`src/rtl/keypad_pkg.sv`:
```
// Shared constants and event record for the keypad event encoder.
package keypad_pkg;

    localparam int EVT_FIFO_DEPTH = 4;
    localparam int DEF_NUM_KEYS   = 13;
    localparam int DEF_DB_CYCLES  = 1000;
    localparam int DEF_CODE_W     = $clog2(DEF_NUM_KEYS + 1);

    typedef struct packed {
        logic                  release_flag;
        logic [DEF_CODE_W-1:0] code;
    } key_evt_t;

endpackage

```
`src/rtl/key_debounce.sv`:
```
// One key: two-flop synchroniser followed by a stable-count debouncer.
module key_debounce #(
    parameter int DB_CYCLES = 1000
) (
    input  logic clk,
    input  logic rst,
    input  logic raw,
    output logic debounced
);

    localparam int CNT_W = (DB_CYCLES > 1) ? $clog2(DB_CYCLES) : 1;
    localparam logic [CNT_W-1:0] CNT_MAX = CNT_W'(DB_CYCLES - 1);

    logic             sync1;
    logic             sync2;
    logic [CNT_W-1:0] count;

    // Synchronise the raw level, then flip only after DB_CYCLES consecutive mismatches.
    always_ff @(posedge clk) begin
        if (rst) begin
            sync1     <= 1'b0;
            sync2     <= 1'b0;
            debounced <= 1'b0;
            count     <= {CNT_W{1'b0}};
        end else begin
            sync1 <= raw;
            sync2 <= sync1;
            if (sync2 != debounced) begin
                if (count == CNT_MAX) begin
                    debounced <= ~debounced;
                    count     <= {CNT_W{1'b0}};
                end else begin
                    count <= count + CNT_W'(1);
                end
            end else begin
                count <= {CNT_W{1'b0}};
            end
        end
    end

endmodule

```
`src/rtl/key_event_encoder.sv`:
```
// Debounced lowest-key encoder with press/release events.
// Define KEY_EVENT_FIFO_EN to buffer events in a small FIFO; otherwise events stream straight out.
module key_event_encoder
    import keypad_pkg::*;
#(
    parameter  int NUM_KEYS  = DEF_NUM_KEYS,
    parameter  int DB_CYCLES = DEF_DB_CYCLES,
    localparam int CODE_W    = $clog2(NUM_KEYS + 1)
) (
    input  logic              clk,
    input  logic              rst,
    input  logic [NUM_KEYS-1:0] keys,
    output logic [CODE_W-1:0] key_code,
    output logic              key_valid,
    output logic              press_evt,
    output logic              release_evt,
    output logic              evt_valid,
    output logic [CODE_W:0]   evt_data,
    input  logic              evt_ready,
    output logic              evt_overflow
);

    localparam logic [CODE_W-1:0] KEY_NONE = {CODE_W{1'b1}};

    logic [NUM_KEYS-1:0] deb;
    logic [CODE_W-1:0]   enc;

    for (genvar k = 0; k < NUM_KEYS; k++) begin : g_key
        key_debounce #(
            .DB_CYCLES(DB_CYCLES)
        ) u_db (
            .clk      (clk),
            .rst      (rst),
            .raw      (keys[k]),
            .debounced(deb[k])
        );
    end

    function automatic logic [CODE_W-1:0] encode_lowest(input logic [NUM_KEYS-1:0] bits);
        logic [CODE_W-1:0] result;
        result = KEY_NONE;
        for (int i = NUM_KEYS - 1; i >= 0; i--) begin
            if (bits[i]) begin
                result = CODE_W'(i);
            end
        end
        return result;
    endfunction

    // Priority-encode the debounced key vector.
    always_comb begin
        enc = encode_lowest(deb);
    end

    // Latch a new code and raise exactly one event pulse when it changes.
    always_ff @(posedge clk) begin
        if (rst) begin
            key_code    <= KEY_NONE;
            press_evt   <= 1'b0;
            release_evt <= 1'b0;
        end else if (enc != key_code) begin
            key_code    <= enc;
            press_evt   <= (enc != KEY_NONE);
            release_evt <= (enc == KEY_NONE);
        end else begin
            press_evt   <= 1'b0;
            release_evt <= 1'b0;
        end
    end

    assign key_valid = (key_code != KEY_NONE);

`ifdef KEY_EVENT_FIFO_EN
    localparam int PTR_W = $clog2(EVT_FIFO_DEPTH);

    logic [CODE_W:0]  fifo_mem [EVT_FIFO_DEPTH];
    logic [PTR_W-1:0] rd_ptr;
    logic [PTR_W-1:0] wr_ptr;
    logic [PTR_W:0]   fill;
    logic             push;
    logic             pop;
    logic             full;
    logic             accept;

    assign push      = press_evt | release_evt;
    assign evt_valid = (fill != {(PTR_W + 1){1'b0}});
    assign full      = (fill == (PTR_W + 1)'(EVT_FIFO_DEPTH));
    assign pop       = evt_valid & evt_ready;
    // A full FIFO can still take a push when the head leaves in the same cycle.
    assign accept    = push & (~full | pop);
    assign evt_data  = fifo_mem[rd_ptr];

    // Pointer, occupancy and sticky overflow bookkeeping.
    always_ff @(posedge clk) begin
        if (rst) begin
            rd_ptr       <= {PTR_W{1'b0}};
            wr_ptr       <= {PTR_W{1'b0}};
            fill         <= {(PTR_W + 1){1'b0}};
            evt_overflow <= 1'b0;
        end else begin
            if (pop) begin
                rd_ptr <= rd_ptr + PTR_W'(1);
            end
            if (accept) begin
                wr_ptr <= wr_ptr + PTR_W'(1);
            end
            if (push && !accept) begin
                evt_overflow <= 1'b1;
            end
            case ({accept, pop})
                2'b10:   fill <= fill + (PTR_W + 1)'(1);
                2'b01:   fill <= fill - (PTR_W + 1)'(1);
                default: fill <= fill;
            endcase
        end
    end

    // Event storage; contents are don't-care while the FIFO is empty.
    always_ff @(posedge clk) begin
        if (accept) begin
            fifo_mem[wr_ptr] <= {release_evt, key_code};
        end
    end
`else
    logic unused_evt_ready;

    assign unused_evt_ready = evt_ready;
    assign evt_valid        = press_evt | release_evt;
    assign evt_data         = {release_evt, key_code};
    assign evt_overflow     = 1'b0;
`endif

endmodule

```
`config.mk`:
```
export PLATFORM = sky130hd
export DESIGN_NAME = key_event_encoder
export DESIGN_NICKNAME = d
export VERILOG_FILES = /design/src/rtl/keypad_pkg.sv /design/src/rtl/key_debounce.sv /design/src/rtl/key_event_encoder.sv
export SDC_FILE = /design/constraint.sdc
export NUM_CORES = 1
export LEC_CHECK = 0
export CAP_MARGIN = 10
export CORE_ASPECT_RATIO = 1.1
export CORE_MARGIN = 2
export CORE_UTILIZATION = 57
export CTS_CLUSTER_SIZE = 10
export DETAILED_ROUTE_END_ITERATION = 6
export DONT_BUFFER_PORTS = 1
export PLACE_DENSITY = 0.75
export SYNTH_ARGS = -nofsm -noshare
export SYNTH_HDL_FRONTEND = slang
export SYNTH_SLANG_ARGS = --single-unit
```
`constraint.sdc`:
```
create_clock -name clk -period 2 [get_ports clk]
set_clock_uncertainty 0.2 [all_clocks]
set_input_delay 0.3 -clock clk [delete_from_list [all_inputs] [get_ports clk]]
set_output_delay 0.3 -clock clk [all_outputs]
set_load 0.01 [all_outputs]
```
; Word-level counts from Yosys, hierarchy flattened
; Index checks and enable logic that the tools add are counted.
; Widths: inputs -> output; s select.
[word_totals]
wordCells = 166
regBits = 175
out_inout_bits = 14
inputBits = 16
[classes]
eq_ne = 30
addsub = 13
reduce_logical = 27
n_mux = 13
bitwise_logic = 28
[ops]
columns = cell, count
row1 = $add 10x1->10 const B, 13
row2 = $eq 10x10->1 const B, 13
row3 = $mux 4, 12
row4 = $reduce_or 3->1, 13
row5 = $not 1->1, 27
row6 = $reduce_and 2->1, 13
row7 = $ne 1x1->1, 13
row8 = $ne 4x4->1 const B, 2
row9 = $eq 4x4->1 const B, 1
row10 = $ne 4x4->1, 1
row11 = $mux 2, 1
row12 = $reduce_or 2->1, 1
row13 = $or 1x1->1, 1

; Depth between registers and ports, before layout
[logic_depth]
word_depth = 16
mapped_depth = 7
depth_no_buf = 6

; Modules after synthesis
; Synthesis repeated with hierarchy kept, for this count alone.
[unflattened]
cells_unflattened = 872
area_unflattened_um2 = 8237.9
[modules_own_cells]
columns = module, cells_per_inst, instances, area_each_um2
row1 = key_debounce (g_key[0].u_db ...), 63, 12, 601.8
row2 = key_debounce (g_key[9].u_db), 63, 1, 586.8
row3 = key_event_encoder, 53, 1, 429.2

; Least setup slack after synthesis
; Ideal clock, no wire load.
[synth_timing]
path_type = register to register
from = register g_key[5].u_db.debounced
to = register release_evt
synth_period_minus_slack_ns = 2.010
setup_slack_ns = -0.010
path_stages_with_launch = 8
setup_time_ns = 0.087
arrival_ns = 1.723
path_cell_list = dfxtp_1 -> buf_6 -> or4_1 -> a21oi_1 -> o41ai_2 -> xor2_1 -> a41oi_2 -> nor4b_2
[synth_via]
elab_chain_cells = 9
elab_cells_between_ends = 10
classes_between = eq/ne: 2 / mux: 6 / bitwise: 1 / reduce/logical: 1
[synth_lines]
columns = element, line_no
row1 = from (decl), key_debounce.sv:8  ; output logic debounced
row2 = from (signal assigned), key_debounce.sv:30  ; debounced <= ~debounced;
row3 = $mux 4 (*) (6 in series), key_event_encoder.sv:43  ; if (bits[i]) begin
row4 = $ne 4x4->1, key_event_encoder.sv:61  ; end else if (enc != key_code) begin
row5 = $not 1->1 (no source line), n/a
row6 = $reduce_or 2->1 (no source line), n/a
row7 = to (signal assigned), key_event_encoder.sv:64  ; release_evt <= (enc == KEY_NONE);
row8 = to (decl), key_event_encoder.sv:16  ; output logic release_evt,
; Every way passes the cells marked *; elsewhere a longest branch is shown, timed or not.
; A chain may end at the register's enable or synchronous reset.

; Final worst setup path
[layout_timing]
from = register g_key[11].u_db.debounced
to = register release_evt
[layout_via]
elab_chain_cells = 15
elab_cells_between_ends = 16
classes_between = eq/ne: 2 / mux: 12 / bitwise: 1 / reduce/logical: 1
[layout_lines]
columns = element, line_no
row1 = from (decl), key_debounce.sv:8
row2 = from (signal assigned), key_debounce.sv:30
row3 = $mux 4 (*) (12 in series), key_event_encoder.sv:43
row4 = $ne 4x4->1, key_event_encoder.sv:61
row5 = $not 1->1 (no source line), n/a
row6 = $reduce_or 2->1 (no source line), n/a
; Marks and branches as above.

==> flow_metrics.env <==
export IMPL_crit_family="simple AND/OR/NAND/NOR gates"
export IMPL_die_w_um=109
export IMPL_gp_congestion=0.796
export IMPL_critPathBufInv=0
export IMPL_routed_via_count=4935
export IMPL_row_count=42
export IMPL_grt_max_degree=60
export IMPL_rsz0062_at_grt="true"
export IMPL_status="finished with violations"
export IMPL_syn_cell_area_sq_um=6940
export IMPL_synthMuxAreaShare_pct=1.87
export IMPL_path_cells="or4_4 > nand3b_1 > a21oi_2 > or3_4 > a41oi_2 > nor4b_2"
export IMPL_cp_data_required_time_ps=2130
export IMPL_initial_core_util_pct=57.9
export IMPL_layout_nets=811
export IMPL_dp_hpwl_mm=8.19
export IMPL_ant_nets=0
export IMPL_finalWorstSetupSlack_ps=-69.6
export IMPL_worstSetupPathType="register to register"
export IMPL_yosys_warnings=0
export IMPL_period_needed_ps=2070
export IMPL_synth_nets=774
export IMPL_layout_common_cells="dfxtp_1, nor2_1, xor2_1"
export IMPL_max_freq_mhz=483
export IMPL_synth_xor_area_share_pct=13.5
export IMPL_fp_dieH_um=120
export IMPL_fin_util_pct=66.6
export IMPL_clock_latency_ps=420
export IMPL_drive_above_1_share_pct=8.93
export IMPL_start_kind="register"
export IMPL_synth_area_per_cell_sq_um=9.32
export IMPL_cts_max_level=4
export IMPL_place_inst=902
export IMPL_cts_root_buf="clkbuf_16"
export IMPL_worstSetupEndpointType="register"
export IMPL_synth_top_area_cell="dfxtp_1"
export IMPL_cp_slowest_stage_delay_ps=560
export IMPL_instances_no_fill=949
export IMPL_hold_path_class="register to register"
export IMPL_synth_top_area_share_pct=50.5
export IMPL_finalHoldWorstSlack_ps=236
export IMPL_drt_total_wl_mm=11.9
export IMPL_drv_cap=0
export IMPL_cts_inserted_buffers=17
export IMPL_cts_sinks=175
export IMPL_cts_path_max_buffers=2
export IMPL_p_leak_nw=3.00
export IMPL_synth_async_reset_ratio_pct=0
export IMPL_cp_max_fo=4
export IMPL_synth_edf_count=0
export IMPL_timing_final_setup_violations=2
export IMPL_synth_simple_area_share_pct=26.9
export IMPL_ys_ff_latch=175
export IMPL_grt_pass1_wl_mm=20.5
export IMPL_diodes=0
export IMPL_dieArea_sq_um=13100
export IMPL_path_clk_slew_ps=60
export IMPL_synthAdderAreaFrac_pct=2.34
export IMPL_grt_pass1_vias=4905
export IMPL_cts_tree="built"
export IMPL_synth_ff_type="dfxtp_1"
export IMPL_power_density_nw_per_um2=866
export IMPL_yosysUniqueCellTypes=42
export IMPL_antenna_found_initial=0
export IMPL_final_common_cell="dfxtp_1"
export IMPL_wl_per_cell_um=12.5
export IMPL_synth_seq_area_share_pct=50.5
export IMPL_worst_ir_drop_vdd_mv=0.638
export IMPL_io_buffers=0
export IMPL_drtIter0Drc=239
export IMPL_drt_pass1_iterations=4
export IMPL_syn_inst=745
export IMPL_design_area_sq_um=7980
export IMPL_dpl_cell_area_sq_um=7190
export IMPL_min_period_over_period_pct=103
export IMPL_ios=30
export IMPL_grt_overflow_total=0
export IMPL_failed_checks="setup timing"
export IMPL_grt_usage_pct=19.7
export IMPL_synth_area_leaders="dfxtp_1, nor2_1, xor2_1"
export IMPL_synth_compound_area_share_pct=3.05
export IMPL_synth_top_family_by_area="simple AND/OR/NAND/NOR gates"
export IMPL_areaGrowthSynthToFinish_pct=15.0
export IMPL_critPathSlowestCell="or4_4"
export IMPL_coreArea_sq_um=12000
export IMPL_hold_viol=0
export IMPL_drt_vias_per_instance=5.20
export IMPL_drc=0
export IMPL_slew_viol_final=0
export IMPL_worstPathArrival_ps=2200
export IMPL_cts_setup_buffers=0
[area by class of cell]
type | count | area [sq um]
timing repair buffer | 35 | 310
multi-input combinational | 546 | 3350
sequential | 175 | 3500
fill | 924 | 4000
inverter | 7 | 26.3
clock buffer | 20 | 467
clock inverter | 12 | 134
tap | 154 | 193
[report_power, final]
group | switching (mW) | internal, mW
Sequential | 0.0164 | 3.52
Clock | 1.33 | 1.94
Combinational | 0.0550 | 0.0500
[per-layer routing]
metal	up-vias	global-route usage (%)	share of wire (%)
met1	2305	21.9	44
met3	12	5.98	2.6
met5	-	0	0
li1	2553	-	-
met4	0	7.36	1.2
met2	65	34.9	52
[Yosys cell counts, types with 13 or more instances]
cell type,count
mux2i_1,13
or3_1,14
xor2_1,54
and3_1,35
nor2b_1,27
nand2_1,53
ha_1,13
nor2_1,148
nand3_1,27
xnor2_1,53
a21oi_1,13
nand4_1,23
dfxtp_1,175
o21ai_0,13
[kinds of logic (layout without fill, tap and decap cells)]
kind of cell               Yosys count  count (layout)
AOI/OAI and AO/OA                   33              33
xor gates and xnor gates           107             107
adders and majority gates           13              13
buffers and inverters               24              74
DFF                                175             175
muxes                               13              13
other                                1               1
and+or+nand+nor                    379             379
[stage by stage]
stage	setup slack, ps	power, mW	setup TNS [ps]
after floorplan	0.460	3.68	0
after global placement	-29.7	3.67	-29.7
after detailed placement	-92.5	3.67	-117
after CTS	-41.2	6.99	-41.2
after global routing	-118	7.16	-163
final	-69.6	6.91	-75.8
[worst paths after layout]
kind                            slack [ps]              endpoint                      from  depth (start not counted)
worst min register to register         240  g_key[12].u_db.sync2      g_key[12].u_db.sync1                          1
worst min-delay path                   240  g_key[12].u_db.sync2      g_key[12].u_db.sync1                          1
worst max-delay path                   -70           release_evt  g_key[11].u_db.debounced                          6
worst max register to register         -70           release_evt  g_key[11].u_db.debounced                          6
[timing repair]
action | CTS | global route
resized for setup | 3 | 4
endpoints found under the setup margin | 2 | 2
hold buffers | 15 | 0
endpoints found under the hold margin | 64 | 0
pin swaps | 4 | 3
[sequential cells by signal (all words and copies together) (netlist names)]
name,cells
g_key.u_db.count,130
key_code,4
press_evt,1
g_key.u_db.sync2,13
g_key.u_db.debounced,13
release_evt,1
g_key.u_db.sync1,13
Note: power is estimated with default switching activity, not from simulation.
